<file path="src/rtl/clk_gen_pkg.sv">
// Shared definitions for the ring-oscillator clock generator blocks.
//   state_e            : frequency meter FSM states
//   WINDOW_WIDTH_DEF   : default width of the measurement window length
//   COUNT_WIDTH_DEF    : default width of the edge counter
package clk_gen_pkg;

    localparam int unsigned WINDOW_WIDTH_DEF = 16;
    localparam int unsigned COUNT_WIDTH_DEF  = 16;

    typedef enum logic [1:0] {
        ST_IDLE    = 2'd0,
        ST_MEASURE = 2'd1,
        ST_DONE    = 2'd2
    } state_e;

endpackage

</file>
<file path="src/rtl/clk_gen_sync_edge.sv">
// Two-flop synchronizer followed by an edge flop, producing a one-cycle
// rising-edge pulse for an asynchronous input.
//   clk_i     : sampling clock
//   reset_n_i : asynchronous active-low reset, clears all three flops
//   d_i       : asynchronous input
//   rise_o    : high for one clk_i cycle per rising edge seen on d_i,
//               3 cycles after the edge (s2 & ~s3)
module clk_gen_sync_edge (
    input  logic clk_i,
    input  logic reset_n_i,
    input  logic d_i,
    output logic rise_o
);

    logic s1_q, s1_d;
    logic s2_q, s2_d;
    logic s3_q, s3_d;

    always_comb begin
        s1_d = d_i;
        s2_d = s1_q;
        s3_d = s2_q;
    end

    always_ff @(posedge clk_i or negedge reset_n_i) begin
        if (!reset_n_i) begin
            s1_q <= 1'b0;
            s2_q <= 1'b0;
            s3_q <= 1'b0;
        end else begin
            s1_q <= s1_d;
            s2_q <= s2_d;
            s3_q <= s3_d;
        end
    end

    // Decoded from flops only, so the pulse is glitch-free for the counter.
    assign rise_o = s2_q & ~s3_q;

endmodule

</file>
<file path="src/rtl/clk_gen_freq_meter.sv">
// Frequency meter: counts rising edges of osc_i over a window of N clk_i
// cycles and returns the count through a valid/yumi handshake.
//   clk_i, reset_n_i : reference clock, asynchronous active-low reset
//   osc_i            : oscillator output, asynchronous to clk_i
//   start_v_i        : measurement request, accepted when ready_o is high
//   window_i         : window length N, sampled on acceptance
//   ready_o          : idle, able to accept start_v_i
//   result_v_o       : result_count_o / result_ovf_o are valid
//   result_count_o   : saturating edge count
//   result_ovf_o     : sticky saturation flag
//   result_yumi_i    : consumer takes the result
//   dbg_state_o      : current FSM state (clk_gen_pkg::state_e encoding)
//
// Handshake: a request transfers on a clock edge where start_v_i && ready_o;
// a result transfers on a clock edge where result_v_o && result_yumi_i.
// ready_o and result_v_o are never high together, so a new request can
// never be accepted on the same edge that a result is consumed.
module clk_gen_freq_meter
    import clk_gen_pkg::*;
#(
    parameter int unsigned window_width_p = WINDOW_WIDTH_DEF,
    parameter int unsigned count_width_p  = COUNT_WIDTH_DEF
) (
    input  logic                      clk_i,
    input  logic                      reset_n_i,
    input  logic                      osc_i,
    input  logic                      start_v_i,
    input  logic [window_width_p-1:0] window_i,
    output logic                      ready_o,
    output logic                      result_v_o,
    output logic [count_width_p-1:0]  result_count_o,
    output logic                      result_ovf_o,
    input  logic                      result_yumi_i,
    output logic [1:0]                dbg_state_o
);

    state_e                    state_q, state_d;
    logic [window_width_p-1:0] win_q, win_d;
    logic [count_width_p-1:0]  cnt_q, cnt_d;
    logic                      ovf_q, ovf_d;
    logic                      ready_q, ready_d;
    logic                      valid_q, valid_d;
    logic                      osc_rise;

    clk_gen_sync_edge u_sync_edge (
        .clk_i     (clk_i),
        .reset_n_i (reset_n_i),
        .d_i       (osc_i),
        .rise_o    (osc_rise)
    );

    always_comb begin
        state_d = state_q;
        win_d   = win_q;
        cnt_d   = cnt_q;
        ovf_d   = ovf_q;
        ready_d = ready_q;
        valid_d = valid_q;
        case (state_q)
            ST_IDLE: begin
                if (start_v_i) begin
                    cnt_d   = '0;
                    ovf_d   = 1'b0;
                    ready_d = 1'b0;
                    win_d   = window_i;
                    // A zero window skips counting; valid is raised from
                    // DONE one cycle later, giving a latency of 1.
                    if (window_i == '0) begin
                        state_d = ST_DONE;
                    end else begin
                        state_d = ST_MEASURE;
                    end
                end
            end
            ST_MEASURE: begin
                win_d = win_q - window_width_p'(1);
                if (osc_rise) begin
                    if (cnt_q == '1) begin
                        ovf_d = 1'b1;
                    end else begin
                        cnt_d = cnt_q + count_width_p'(1);
                    end
                end
                // Last window cycle: its edge pulse is still counted above.
                if (win_q == window_width_p'(1)) begin
                    state_d = ST_DONE;
                    valid_d = 1'b1;
                end
            end
            ST_DONE: begin
                valid_d = 1'b1;
                // yumi is only meaningful once the result is visible.
                if (result_yumi_i && valid_q) begin
                    state_d = ST_IDLE;
                    valid_d = 1'b0;
                    ready_d = 1'b1;
                end
            end
            default: begin
                state_d = ST_IDLE;
                valid_d = 1'b0;
                ready_d = 1'b1;
            end
        endcase
    end

    always_ff @(posedge clk_i or negedge reset_n_i) begin
        if (!reset_n_i) begin
            state_q <= ST_IDLE;
            win_q   <= '0;
            cnt_q   <= '0;
            ovf_q   <= 1'b0;
            ready_q <= 1'b1;
            valid_q <= 1'b0;
        end else begin
            state_q <= state_d;
            win_q   <= win_d;
            cnt_q   <= cnt_d;
            ovf_q   <= ovf_d;
            ready_q <= ready_d;
            valid_q <= valid_d;
        end
    end

    assign ready_o        = ready_q;
    assign result_v_o     = valid_q;
    assign result_count_o = cnt_q;
    assign result_ovf_o   = ovf_q;
    assign dbg_state_o    = state_q;

endmodule

</file>
<file path="config.mk">
export PLATFORM = sky130hd
export DESIGN_NAME = clk_gen_freq_meter
export DESIGN_NICKNAME = d
export VERILOG_FILES = /design/src/rtl/clk_gen_pkg.sv /design/src/rtl/clk_gen_sync_edge.sv /design/src/rtl/clk_gen_freq_meter.sv
export SDC_FILE = /design/constraint.sdc
export NUM_CORES = 1
export LEC_CHECK = 0
export ABC_CLOCK_PERIOD_IN_PS = 5100
export CAP_MARGIN = 20
export CORE_ASPECT_RATIO = 0.75
export CORE_MARGIN = 1.5
export CORE_UTILIZATION = 35
export DETAILED_ROUTE_END_ITERATION = 10
export GPL_TIMING_DRIVEN = 0
export PLACE_DENSITY = 0.59
export RECOVER_POWER = 25
export SYNTH_ARGS = -nofsm -noshare
export SYNTH_HDL_FRONTEND = slang
export SYNTH_SLANG_ARGS = --single-unit
</file>
<file path="constraint.sdc">
create_clock -name clk_i -period 5.1 [get_ports clk_i]
set_clock_uncertainty 0.1 [all_clocks]
set_input_delay 0.51 -clock clk_i [delete_from_list [all_inputs] [get_ports clk_i]]
set_output_delay 0.51 -clock clk_i [all_outputs]
set_load 0.01 [all_outputs]
</file>
# [Word level (Yosys, flattened, before mapping)]
# Index checks and enable logic that the tools add are counted.
[classes] n_reduce_logical=10 n_addsub=2 muxes=20 n_eq_ne=10 n_bitwise=4
[ops] operator="16-bit 2-to-1 mux" n=4
[ops] operator="16-bit one-hot mux with 2 select lines" n=2
[ops] operator="16-bit by 1-bit adder with 16-bit output, second input constant" n=1
[ops] operator="16-bit by 1-bit == test with 1-bit output, second input constant" n=1
[ops] operator="16-bit == test, second input constant" n=1
[ops] operator="16-bit logical NOT" n=1
[ops] operator="16-bit by 1-bit subtractor with 16-bit output, second input constant" n=1
[ops] operator="2-bit inequality test, second input constant" n=6
[ops] operator="2-bit 2-to-1 mux" n=4
[ops] operator="4-bit AND reduction" n=2
[ops] operator="1-bit 2-to-1 mux" n=6
[ops] operator="1-bit one-hot mux with 3 select lines" n=2
[ops] operator="2-bit one-hot mux with 3 select lines" n=1
[ops] operator="3-bit AND reduction" n=2
[ops] operator="2-bit AND reduction" n=2
[ops] operator="1-bit inverter" n=3
[ops] operator="2-bit by 1-bit == test with 1-bit output, second input constant" n=1
[ops] operator="2-bit == test, second input constant" n=1
[ops] operator="2-bit logical NOT" n=1
[ops] operator="1-bit one-hot mux with 2 select lines" n=1
[ops] operator="2-bit nonzero test" n=1
[ops] operator="1-bit bitwise AND" n=1
[ops] operator="1-bit logical AND" n=1
[totals] input_bits=21 ff_bits=40

# [Depth between registers and ports, before layout]
# Gate-level depths: netlist (run 1).
[logic_depth] depth_word=4 mapped_depth=9

# [Modules after synthesis]
# Synthesis (run 1) repeated with hierarchy kept, for this count alone.
[hier_totals] cells_unflattened=278 hier_area_um2=2493.6
[by_module_without_submodules] module="clk_gen_freq_meter" cells_per_inst=274 instances=1 area_each_um2=2404.8 seq_area_each_um2=927.1
[by_module_without_submodules] module="clk_gen_sync_edge" cells_per_inst=4 instances=1 area_each_um2=88.8 seq_area_each_um2=75.1

# [Least setup slack after synthesis (run 1)]
# Ideal clock, no wire load.
[synth_path] path_kind="flip-flop to flip-flop" start="register state_q[0] (netlist: dbg_state_o[0])" end="register cnt_q[3] (netlist: result_count_o[3])" period_less_slack_ns=2.186 required_ns=4.934 setup_ns=0.066 path_stages_with_launch=9 arrival_ns=2.020 setup_slack_ns=2.914 cell_sequence="dfrtp_1 -> inv_1 -> ha_1 -> buf_4 -> mux2i_1 -> buf_2 -> nor2_1 -> or4_1 -> nand2_1"
[synth_via] elab_chain_cells=3 word_cells_on_any_way=8
[synth_lines] element="start: declaration" line_no="clk_gen_freq_meter.sv:37" source="state_e state_q, state_d;"
[synth_lines] element="start signal: assignment" line_no="clk_gen_freq_meter.sv:116" source="state_q <= state_d;"
[synth_lines] element="2-bit by 1-bit == test with 1-bit output / 2-bit logical NOT (equally long branches)" line_no="clk_gen_freq_meter.sv:59" source="case (state_q)"
[synth_lines] element="2-bit inequality test (no line) / 2-bit nonzero test (equally long branches)"
[synth_lines] element="4-bit AND reduction (no line)"
[synth_lines] element="end signal: assignment" line_no="clk_gen_freq_meter.sv:118" source="cnt_q <= cnt_d;"
[synth_lines] element="end: declaration" line_no="clk_gen_freq_meter.sv:39" source="logic [count_width_p-1:0] cnt_q, cnt_d;"
# Several ways; a longest one is shown, not always the timed one.
# A chain may end at the register's enable or synchronous reset.

# [Final worst setup path (run 1)]
[layout_path] start="register state_q[1] (netlist: dbg_state_o[1])" end="register cnt_q[3] (netlist: result_count_o[3])"
# Same word-level chain as after synthesis.

==> out/results.txt, run 1 <==
The run finished with clean final reports. Count of input and output buffers: 41. Dividing the detail-routed wire length by the instance count gives 15.9 microns. The slowest stage of the critical path belongs to the cell a21oi_1. Using the TritonRoute via totals, the vias-per-cell ratio works out to 5.65. Buffers added to address setup during post-CTS repair amount to 0. The clock period could shrink to 2.62 ns. Clock share of power: 0.157.

The tools report the setup slack on the worst flop-to-flop path as 2.48 ns. Endpoint kind of the worst setup timing path: a flip-flop. Summed over all layers, the global routing overflow is 0. The run gives 0.481 as the share of power burned in combinational logic.

Summed over all failing endpoints, the final setup total negative slack is 0 ns. The worst setup slack after layout was 2.48 ns; the share of layout cells above drive strength 1 was 0.0682. The count of cells along the worst hold path is 0. The endpoint identified for the worst register-to-register timing path is result_count_o[3]. By area the synthesized netlist is led by dfrtp_1 (42%), a21oi_1 (4.3%), nand2_1 (3.5%).

At the pin with the least slew margin, the transition time is 1.26 ns. The clock reaches the later pin of the worst-skew pair after 0.28 ns. The run gives 2,034 as the number of global-route vias before repair.

The sum of routed wire length over all layers came out at 6190 microns. The analysis attributes to net switching a power of 0.000616 W. During synthesis, Yosys emitted a total of 0 warnings. Entering global routing, the biggest net connects 23 pins. The fraction of registers with async set/reset came out at 1.00. In this run, CTS created clock tree buffers numbering 5.

The kind of path behind the tightest hold check was reg -> reg. For the amount of wire on met3 after detailed routing, the log shows 384 microns. The biggest cell delay along the critical path works out to 0.53 ns. Critical path class: reg -> reg.

The initial antenna violation count is 0, and the arrival time reported for the critical path endpoint is 2.75 ns. The run gives 2 as the maximum root-to-sink buffer count. Max-cap violations in this run came to 0. The final max-slew violation count is 0, and the count of cells along the worst register-to-register path is 8.

The run gives 0 as the count of inserted antenna diode cells. The post-route clock period utilization is 0.515. The H-tree generated during clock tree synthesis spans 2 levels.

Synthesis instantiated 49 different standard cells from the library. Cell internal power was estimated by the tool at 0.000774 W. Headroom to the max-slew limit: 0.159. The logs give 42 for the number of top-level design ports and 334 for the net total in the final layout.

Yosys instantiated no cell more often than dfrtp_1. The routed design uses 2590 microns of met2 wire. The die outline area was 0.00720 sq mm; the count of nets left with antenna violations after detail routing was 0.

Setup repair after global routing left no endpoint under its margin. Summing every instance area after synthesis gives 0.00234 sq mm. The commonest cells after synthesis are dfrtp_1 (39), nand2_1 (22), nor2_1 (22), a21oi_1 (20), o21ai_0 (16). For this design the ratio of total power to cell area is 472 mW/mm^2. The tree is rooted in a clkbuf_8.

For hold timing, the worst endpoint is u_sync_edge.s2_q. The fraction of power spent switching nets was 0.443; the count of standard-cell rows was 25. The number of nets produced by synthesis is 285, and the layout overhead on the synthesized area is 25.6%. The run gives 0.000164 V as the peak supply drop. Summing over every cut layer, the via total after detailed routing is 2,197. Setup violations remaining at the end of the flow were counted as 0. The design draws 0.00139 W. TritonCTS built the clock tree. Synthesis produced 258 cells.

The number of synthesized flops with an enable pin is 0, and the global-route wire length before repair is 10,100 microns. The floorplan step set the die height to 73.9 microns. Registers take 0.00100 sq mm. The tools report the kind of launch point of the worst setup path as a flip-flop. A synthesized cell averages 9.08 sq um. For the worst setup path, the data required time is 5.22 ns.

After the first detailed-routing iteration, the DRC count stood at 156. In this run the worst setup path begins at dbg_state_o[1]. The clock-pin slew on the worst setup and hold paths was 0.08 ns; the floorplan die width was 97.5 microns.

The area share of the largest cell type after synthesis was 0.416; the starting density of the core was 0.367. The worst hold path begins at u_sync_edge.s1_q. For this block, wires on met1 add up to 3160 microns. The total of cells resized after clock tree synthesis is 0, and the DRC violation count after routing is 0.

In this run, placement finished with an instance count of 381. The number of sinks on the clock net was 40. The post-synthesis sequential area ratio was 0.428. The HPWL after detailed placement is 4540 microns. The first detailed-routing pass ran for 4 iterations. The multi-input logic area is 0.00125 sq mm. In this run the static leakage power is 1.15 nW. The final number of hold-violating endpoints was 0; the final weighted congestion in routability-driven placement was 0.814.

For this run, the number of standard cells in the final layout without fillers is 389. For the number of hold buffers added after cts, the log shows 0. The run gives 0.177 as the overall global routing resource usage. The highest layer touched by signal routing is met4. The register bit total from synthesis was 40; the area of the core region was 0.00638 sq mm. For the register share of total power, the log shows 0.362. OpenSTA, run right after detailed placement, puts the worst setup slack at 2.33 ns. The dominant register cell in the synthesized netlist is dfrtp_1. The critical path goes through inv_1 -> ha_1 -> buf_2 -> mux2i_1 -> a21oi_1 -> o21ai_0 -> or4_1 -> nand2_1. Of all nets on the critical path, the largest fanout is 10. Highest clock frequency the design can meet: 381 MHz. In this run the critical register-to-register path is launched from dbg_state_o[1]. Final core utilization: 0.461. Biggest area consumer among synthesized cells: dfrtp_1. The filler cells instantiated in the layout total 644.
## registers in the layout, indices dropped and copies added (netlist names)
signal	count
u_sync_edge.s2_q	1
ready_o	1
result_v_o	1
result_ovf_o	1
result_count_o	16
win_q	16
u_sync_edge.s1_q	1
u_sync_edge.s3_q	1
dbg_state_o	2
## worst max-delay path by stage
| stage | endpoint | slack, ns |
|---|---|---|
| after floorplan | result_count_o[3] | 2.91 |
| after global placement | win_q[6] | 2.30 |
| after detailed placement | result_count_o[5] | 2.33 |
| after CTS | result_count_o[5] | 2.51 |
| after global routing | result_count_o[3] | 2.34 |
| final | result_count_o[3] | 2.48 |
## kinds of logic (layout without fill, tap and decap cells)
kind of cell	count (synthesis)	count (layout)	share of synthesized area
and+or+nand+nor	103	103	0.233
AOI/OAI and AO/OA	72	72	0.201
DFF	40	40	0.428
buffers and inverters	20	70	0.0384
xor gates and xnor gates	10	10	0.0374
muxes	7	7	0.0304
adders and majority gates	6	6	0.0320
## critical path: cells and delay by family (launching register included)
| kind | cells | cell delay, ns |
|---|---|---|
| muxes | 1 | 0.18 |
| buffers and inverters | 2 | 0.32 |
| and+or+nand+nor | 2 | 0.53 |
| AOI/OAI and AO/OA | 2 | 0.86 |
| DFF | 1 | 0.43 |
| adders and majority gates | 1 | 0.14 |
## power by group through the flow
stage	combinational (W)	clock, W	sequential (W)
after floorplan	0.000458	0	0.000493
after global placement	0.000658	0	0.000504
after detailed placement	0.000666	0	0.000508
after CTS	0.000670	0.000227	0.000502
after global routing	0.000755	0.000239	0.000517
final	0.000668	0.000218	0.000504
## metal layers
metal | up-vias | global-route usage
met4 | 0 | 0.0524
met3 | 4 | 0.0324
met5 | - | 0
li1 | 1066 | -
met2 | 65 | 0.255
met1 | 1062 | 0.268
## cell usage in the layout, fill, tap and decap left out, drive strengths merged, types with 2 or more instances in the layout
master | netlist | layout
clkdlybuf4s50 | 0 | 40
dfrtp | 39 | 39
nand2 | 22 | 22
nor2 | 22 | 22
a21oi | 20 | 20
clkbuf | 10 | 20
o21ai | 17 | 17
nand3 | 12 | 12
o22ai | 12 | 12
nor4 | 10 | 10
nor3 | 9 | 9
xor2 | 8 | 8
inv | 6 | 6
mux2i | 6 | 6
nand4 | 6 | 6
ha | 6 | 6
o211ai | 5 | 5
o21a | 4 | 4
and3 | 4 | 4
or4 | 4 | 4
buf | 4 | 4
nand2b | 2 | 2
and2 | 2 | 2
and4 | 2 | 2
and4bb | 2 | 2
xnor2 | 2 | 2
o2111ai | 2 | 2
a221o | 2 | 2
a22oi | 2 | 2
o31ai | 2 | 2
a2111oi | 2 | 2
## final cells by class
| cell class | instances | share of cell area |
|---|---|---|
| Buffer | 14 | 0.0230 |
| Clock buffer | 8 | 0.0306 |
| Multi-Input combinational cell | 198 | 0.425 |
| Timing Repair Buffer | 42 | 0.139 |
| Sequential cell | 40 | 0.341 |
| Inverter | 6 | 0.00765 |
| Tap cell | 81 | 0.0344 |
## stage by stage
step           instance area [sq um]  hold WS (ns)
6_report                        2940         0.254
5_1_grt                         2940         0.263
4_1_cts                         2970        0.0815
3_5_place_dp                    2880         0.238
3_3_place_gp                    2860         0.235
2_1_floorplan                   2340         0.114
(Power assumes the default switching activity.)
==> inputs of run 2 (changes only) <==
--- a/config.mk
+++ b/config.mk
@@ -5,14 +5,14 @@
 export SDC_FILE = /design/constraint.sdc
 export NUM_CORES = 1
 export LEC_CHECK = 0
-export ABC_CLOCK_PERIOD_IN_PS = 5100
+export ABC_CLOCK_PERIOD_IN_PS = 2150
 export CAP_MARGIN = 20
 export CORE_ASPECT_RATIO = 0.75
 export CORE_MARGIN = 1.5
 export CORE_UTILIZATION = 35
 export DETAILED_ROUTE_END_ITERATION = 10
 export GPL_TIMING_DRIVEN = 0
-export PLACE_DENSITY = 0.59
+export PLACE_DENSITY = 0.61
 export RECOVER_POWER = 25
 export SYNTH_ARGS = -nofsm -noshare
 export SYNTH_HDL_FRONTEND = slang
==> constraint.sdc (replaced) <==
create_clock -name clk_i -period 2.15 [get_ports clk_i]
set_clock_uncertainty 0.1 [all_clocks]
set_input_delay 0.215 -clock clk_i [delete_from_list [all_inputs] [get_ports clk_i]]
set_output_delay 0.215 -clock clk_i [all_outputs]
set_load 0.01 [all_outputs]
==> run 2 against run 1 <==
Against the previous run: combinational power grew to 2.9 times the previous value; sequential cell count stayed put; non-clock buffer count is 13 higher; utilization is 4.0 points higher; maximum frequency is 24% higher; die area stayed put; first-iteration DRC count is 19% higher; cell count is 3.3% higher; power grew to 2.7 times the previous value; critical endpoint is now win_q[11]; clock power grew to 2.8 times the previous value.
==> out/results.txt, run 2 (synthesis gave the netlist of run 1 again) <==
The average wire per cell in the routed design came out at 16.1 microns. For the count of inserted antenna diode cells, the log shows 0. Using the TritonRoute via totals, the vias-per-cell ratio works out to 5.53. Final number of hold-violating endpoints: 0. The library cells used most frequently in the layout, excluding fill and tap cells, are clkdlybuf4s50_1 (39), dfrtp_1 (38), nand2_1 (21), nor2_1 (20), a21oi_1 (19). The met3 routing resource usage after global routing came out at 0.0352. For this block, the via count after detailed routing is 2,224. For the initial antenna violation count, the log shows 0. The run finished with clean final reports. The multi-input logic area was 0.00135 sq mm; the met2 global-route usage was 0.269. Setup repair after global routing could not meet its margin everywhere. The tools report the number of endpoints failing setup at the final stage as 0. After routing, the total negative slack on setup checks comes to 0 ns. Including well taps, the total number of placed cells is 381. The share of layout cells above drive strength 1 is 0.190, and the endpoint required time on the critical path is 2.21 ns.

For this design the top-level I/O count stands at 42. The library cell used most frequently in the layout, excluding fill and tap cells, is clkdlybuf4s50_1. In this run the worst hold path is classified as reg -> reg.

For the sum of routed wire length over all layers, the log shows 6460 microns. The run gives 0 as the number of maximum-capacitance constraint violations. Post-route clock period utilization: 0.983.

IR analysis of the VDD net gives a maximum drop of 0.000587 V. The worst register-to-register path has a depth of 5. Measured along the y axis, the die boundary spans 73.9 microns. In this run the critical register-to-register path is launched from win_q[6]. At the pin with the least slew margin, the transition time is 0.908 ns. The highest clock frequency the design can meet came out at 473 MHz. For hold timing, the worst endpoint is u_sync_edge.s2_q. The detailed router's first-iteration violation count was 185; the first-pass iteration count of the detailed router was 5. The worst register-to-register path has a setup slack of 0.04 ns.

The number of global-route vias before repair was 2,028; the global-route wire length before repair was 10,400 microns. For the area of the core region, the log shows 0.00638 sq mm. The longest clock path from root to sink contains 2 buffers. The layer flagged by global routing as most heavily used is met1. The headroom to the max-slew limit came out at 0.395. The insertion delay of the later-clocked pin in the worst-skew pair is 0.29 ns, and the number of buffers created by CTS is 5. After the flow finishes, the layout carries non-filler instances totaling 402. Across the whole layout, storage elements account for 0.00100 sq mm. In this run the worst path has a maximum fanout of 6. The largest net degree at the start of global routing came out at 25. The number of sinks on the clock net was 40; the post-layout minimum cycle time was 2.11 ns. The total power density per cell area is 1180 mW/mm^2. The count of nets left with antenna violations after detail routing is 0. For the starting density of the core, the log shows 0.367. The number of fillers in the final layout is 616, and the count of standard-cell rows is 25. The critical path class is reg -> reg. Buffers placed on the I/O ports in this run total 41. Clock-pin slew was measured on the worst setup and hold paths at 0.08 ns. TritonCTS built the clock tree.

The endpoint identified for the worst register-to-register timing path is win_q[11]. Floorplan die width: 97.5 microns. The worst hold path passes through 0 cells. The clock tree synthesis step divided the H-tree into 2 levels. The worst setup path is launched from a flip-flop. After detailed routing, the number of remaining DRC violations is 0. The tools report the origin of the worst min-delay path as u_sync_edge.s1_q.

HPWL reported at the end of detailed placement: 4480 microns. The worst setup path is captured at a flip-flop. The tools report the net total in the final layout as 347.

The global-route met1 utilization was 0.270; the minimum hold slack was 0.252 ns. Final max-slew violation count: 0. Data arrives at the worst endpoint at 2.17 ns. The run gives 1.26 nW as the leakage dissipation. The root buffer cell chosen for the clock tree is clkbuf_8.

The tools report the overall global routing resource usage as 0.181. Final weighted congestion in routability-driven placement: 0.883. The tools report the remaining global-route overflow as 0. From synthesis to final layout, the design area changed by 36.6%.

For the die outline area, the log shows 0.00720 sq mm.
[run 2: repair_timing]
| action | in CTS | in global routing |
|---|---|---|
| setup endpoints to repair | 26 | 22 |
| hold buffers | 1 | 0 |
| pin swaps | 2 | 6 |
| resized for setup | 19 | 20 |
| gates cloned | 0 | 1 |
| endpoints found under the hold margin | 15 | 0 |
| setup buffers | 5 | 8 |
[run 2: per-layer routing]
metal,up-vias,share of wire
met5,-,0
met4,0,0.0091
met3,6,0.044
met2,62,0.43
met1,1069,0.51
li1,1087,-
[run 2: worst max path at each step]
stage / start / end / slack, ns / depth (start not counted)
final: win_q[6] / win_q[11] / 0.04 / 5
after CTS: dbg_state_o[0] / result_count_o[13] / 0.004 / 9
after global routing: dbg_state_o[0] / dbg_state_o[0] / -0.05 / 8
after floorplan: dbg_state_o[0] / result_count_o[5] / -0.03 / 8
after detailed placement: dbg_state_o[1] / result_count_o[3] / -0.38 / 8
after global placement: dbg_state_o[1] / result_count_o[3] / -0.38 / 8
[run 2: cell type report]
type | count | share of cell area
repair buffers | 57 | 0.164
clock inverters | 2 | 0.0109
well taps | 81 | 0.0317
multi-input cells | 198 | 0.422
plain buffers | 12 | 0.0266
flip-flops and latches | 40 | 0.314
inverters | 6 | 0.00821
clock buffers | 6 | 0.0227
[run 2: power breakdown]
part | total (W) | internal (W) | switching, W
registers | 0.00122 | 0.000973 | 0.000252
logic | 0.00196 | 0.000844 | 0.00112
clock network | 0.000607 | 0.000345 | 0.000262
[run 2: stage by stage]
stage               cell area, sq um   util  total power (W)  worst slack, ns
detailed placement              2870  0.450          0.00278           -0.384
global placement                2860  0.448          0.00275           -0.381
CTS                             3090  0.485          0.00359          0.00381
floorplan                       2350      -          0.00226          -0.0281
global route                    3200  0.502          0.00407          -0.0518
finish                          3200  0.502          0.00379           0.0367
[run 2: critical path, cell delays in order (launching register included)]
cell and delay, ns:
dfrtp_2 0.45, or4_4 0.61, or3_4 0.35, nor3_2 0.18, mux2i_1 0.20, a21oi_1 0.09
==> inputs of run 3 (changes only) <==
--- a/config.mk
+++ b/config.mk
@@ -11,8 +11,9 @@
 export CORE_MARGIN = 1.5
 export CORE_UTILIZATION = 35
 export DETAILED_ROUTE_END_ITERATION = 10
+export DONT_BUFFER_PORTS = 1
 export GPL_TIMING_DRIVEN = 0
-export PLACE_DENSITY = 0.61
+export PLACE_DENSITY = 0.53
 export RECOVER_POWER = 25
 export SYNTH_ARGS = -nofsm -noshare
 export SYNTH_HDL_FRONTEND = slang
==> run 3 against run 2 <==
Against the previous run: the flow now finishes with violations (hold timing); sequential share of layout area increased by 3.5 points; routed wire length decreased by 0.80%; register-to-register slack improved by 0.03 ns; power decreased by 3.2%; sequential power rose by 3%; critical path type unchanged; largest cell class unchanged; highest routed layer unchanged.
==> out/results.txt, run 3 (synthesis gave the netlist of run 1 again) <==
The flow ran to the end, but the final reports show violations. The checks that failed: hold timing. Initial antenna violation count: 0.

The start point of the critical path is win_q[6]. After detailed routing, the number of remaining DRC violations is 0. The endpoint required time on the critical path is 2.21 ns, and the average wire per cell in the routed design is 17.5 microns. CTS built an H-tree with a depth of 2. The starting density of the core was 0.367.

The worst setup path is captured at a flip-flop. 42 I/O pins were placed. The total overflow left after global routing is 0.

The library cell used most frequently in the layout, excluding fill and tap cells, is dfrtp_1. Max-cap violations in this run came to 0. For the detailed router's first-iteration violation count, the log shows 112.

The tools report the cell area after layout as 0.00289 sq mm. The number of buffers created by CTS was 5. Setup repair after global routing could not meet its margin everywhere. The logs give 4410 microns for the HPWL reported at the end of detailed placement and 40 for the number of sinks on the clock net. The worst hold path begins at window_i[10]. In the final design database the tool counted 311 nets. The final weighted congestion in routability-driven placement came out at 0.870. The clock-pin slew on the worst setup and hold paths works out to 0.09 ns. The min-delay analysis places its worst path in the category in -> reg. The final max-slew violation count was 0; the largest net degree at the start of global routing was 41. The worst path needs 2.09 ns of the cycle, external delays included.

Data arrives at the worst endpoint at 2.15 ns. The worst setup path is launched from a flip-flop. The ratio of routed vias to standard cells was 5.63; the number of endpoints failing setup at the final stage was 0. The share of layout cells above drive strength 1 is 0.214. The floorplan step set the die width to 97.5 microns.

The logs give 4 for the first-pass iteration count of the detailed router and 480 MHz for the highest clock frequency the design can meet. The run gives 6410 microns as the sum of routed wire length over all layers. The die boundary height was 73.9 microns. Critical path class: reg -> reg. The layout overhead on the synthesized area is 23.2%, and the worst-margin pin slew is 1.05 ns. The final route contains 2,060 vias.

For this design the ratio of total power to cell area is 1270 mW/mm^2. The largest fanout on the critical path was 6. In the layout the commonest cells are dfrtp_1 (35), nand2_1 (21), nor2_1 (20), a21oi_1 (19), o21ai_0 (15). The core region is 0.00638 sq mm.

The logs give 0.184 for the overall global routing resource usage and 2 for the maximum root-to-sink buffer count. The post-route clock period utilization works out to 0.970. In this run the remaining antenna-violating nets after routing total 0.

The minimum hold slack is -0.00133 ns. 0 antenna diodes ended up in the layout. The die covers 0.00720 sq mm. Across the VDD grid, the largest voltage drop is 0.000684 V. For the worst-skew pair, the clock arrives at the later sink with an insertion delay of 0.29 ns. The count of input and output buffers works out to 0. Global-route wire length before repair: 10,400 microns.

For the headroom to the max-slew limit, the log shows 0.302. The run gives 1 as the final number of hold-violating endpoints. In this run the clock root is driven by a clkbuf_8. In this run the critical register-to-register path is launched from win_q[6].

The number of global-route vias before repair came out at 1,936. TritonCTS built the clock tree. The count of standard-cell rows was 25. The tools report the placement-stage cell area as 0.00245 sq mm. For this design the static power due to leakage is 1.13 nW. Fill cells in the final layout number 626. Final core utilization: 0.452.
run 3: what timing repair did:
item / 4_1_cts / 5_1_grt
hold buffers: 12 / 0
buffers inserted: 7 / 3
endpoints found under the setup margin: 30 / 25
hold endpoints to repair: 51 / 0
gates resized for setup: 22 / 23
pin swaps: 3 / 4
run 3: cell type report:
cell class	instances	area, sq um	share of cell area
plain buffers	12	81.3	0.0282
clock buffers	7	96.3	0.0334
clock inverters	1	30.0	0.0104
inverters	6	22.5	0.00780
multi-input cells	198	1370	0.473
flip-flops and latches	40	1010	0.349
well taps	81	101	0.0351
repair buffers	21	183	0.0633
run 3: stage by stage:
step	total power [W]	TNS, ns	instances	worst slack [ns]	hold WS [ns]
6_report	0.00367	0	366	0.0649	-0.00133
2_1_floorplan	0.00226	-0.0727	258	-0.0281	-0.181
3_5_place_dp	0.00265	-7.25	339	-0.484	-0.180
3_3_place_gp	0.00264	-7.16	339	-0.469	-0.180
4_1_cts	0.00357	0	364	0.00176	0.000824
5_1_grt	0.00396	-0.0209	366	-0.0107	0.00642
run 3: critical path, stage by stage, from the launching register on:
cell	delay [ns]
dfrtp_2	0.45
or4_4	0.60
or3_1	0.34
nor3_2	0.17
mux2i_1	0.21
a21oi_1	0.08
run 3: final timing paths:
kind	slack, ns	cells past startpoint	endpoint
worst max-delay path	0.06	5	win_q[11]
worst min-delay path	-0.001	2	win_q[10]
worst max register to register	0.06	5	win_q[11]
worst min register to register	0.25	0	u_sync_edge.s2_q
max in group asynchronous	0.66	2	result_count_o[0]
min in group asynchronous	0.58	2	win_q[10]
run 3: power by group:
group | total [W] | internal [W] | leakage (nW) | switching, W
clock network | 0.000683 | 0.000410 | 0.0645 | 0.000273
registers | 0.00126 | 0.000977 | 0.500 | 0.000287
logic | 0.00172 | 0.000701 | 0.566 | 0.00102
total | 0.00367 | 0.00209 | 1.13 | 0.00158
run 3: routing by layer:
layer,vias up,share of wire,global-route usage
met5,-,0,0
met4,0,0.0056,0.0333
met3,4,0.070,0.0533
met2,53,0.39,0.258
met1,983,0.53,0.280
li1,1020,-,-
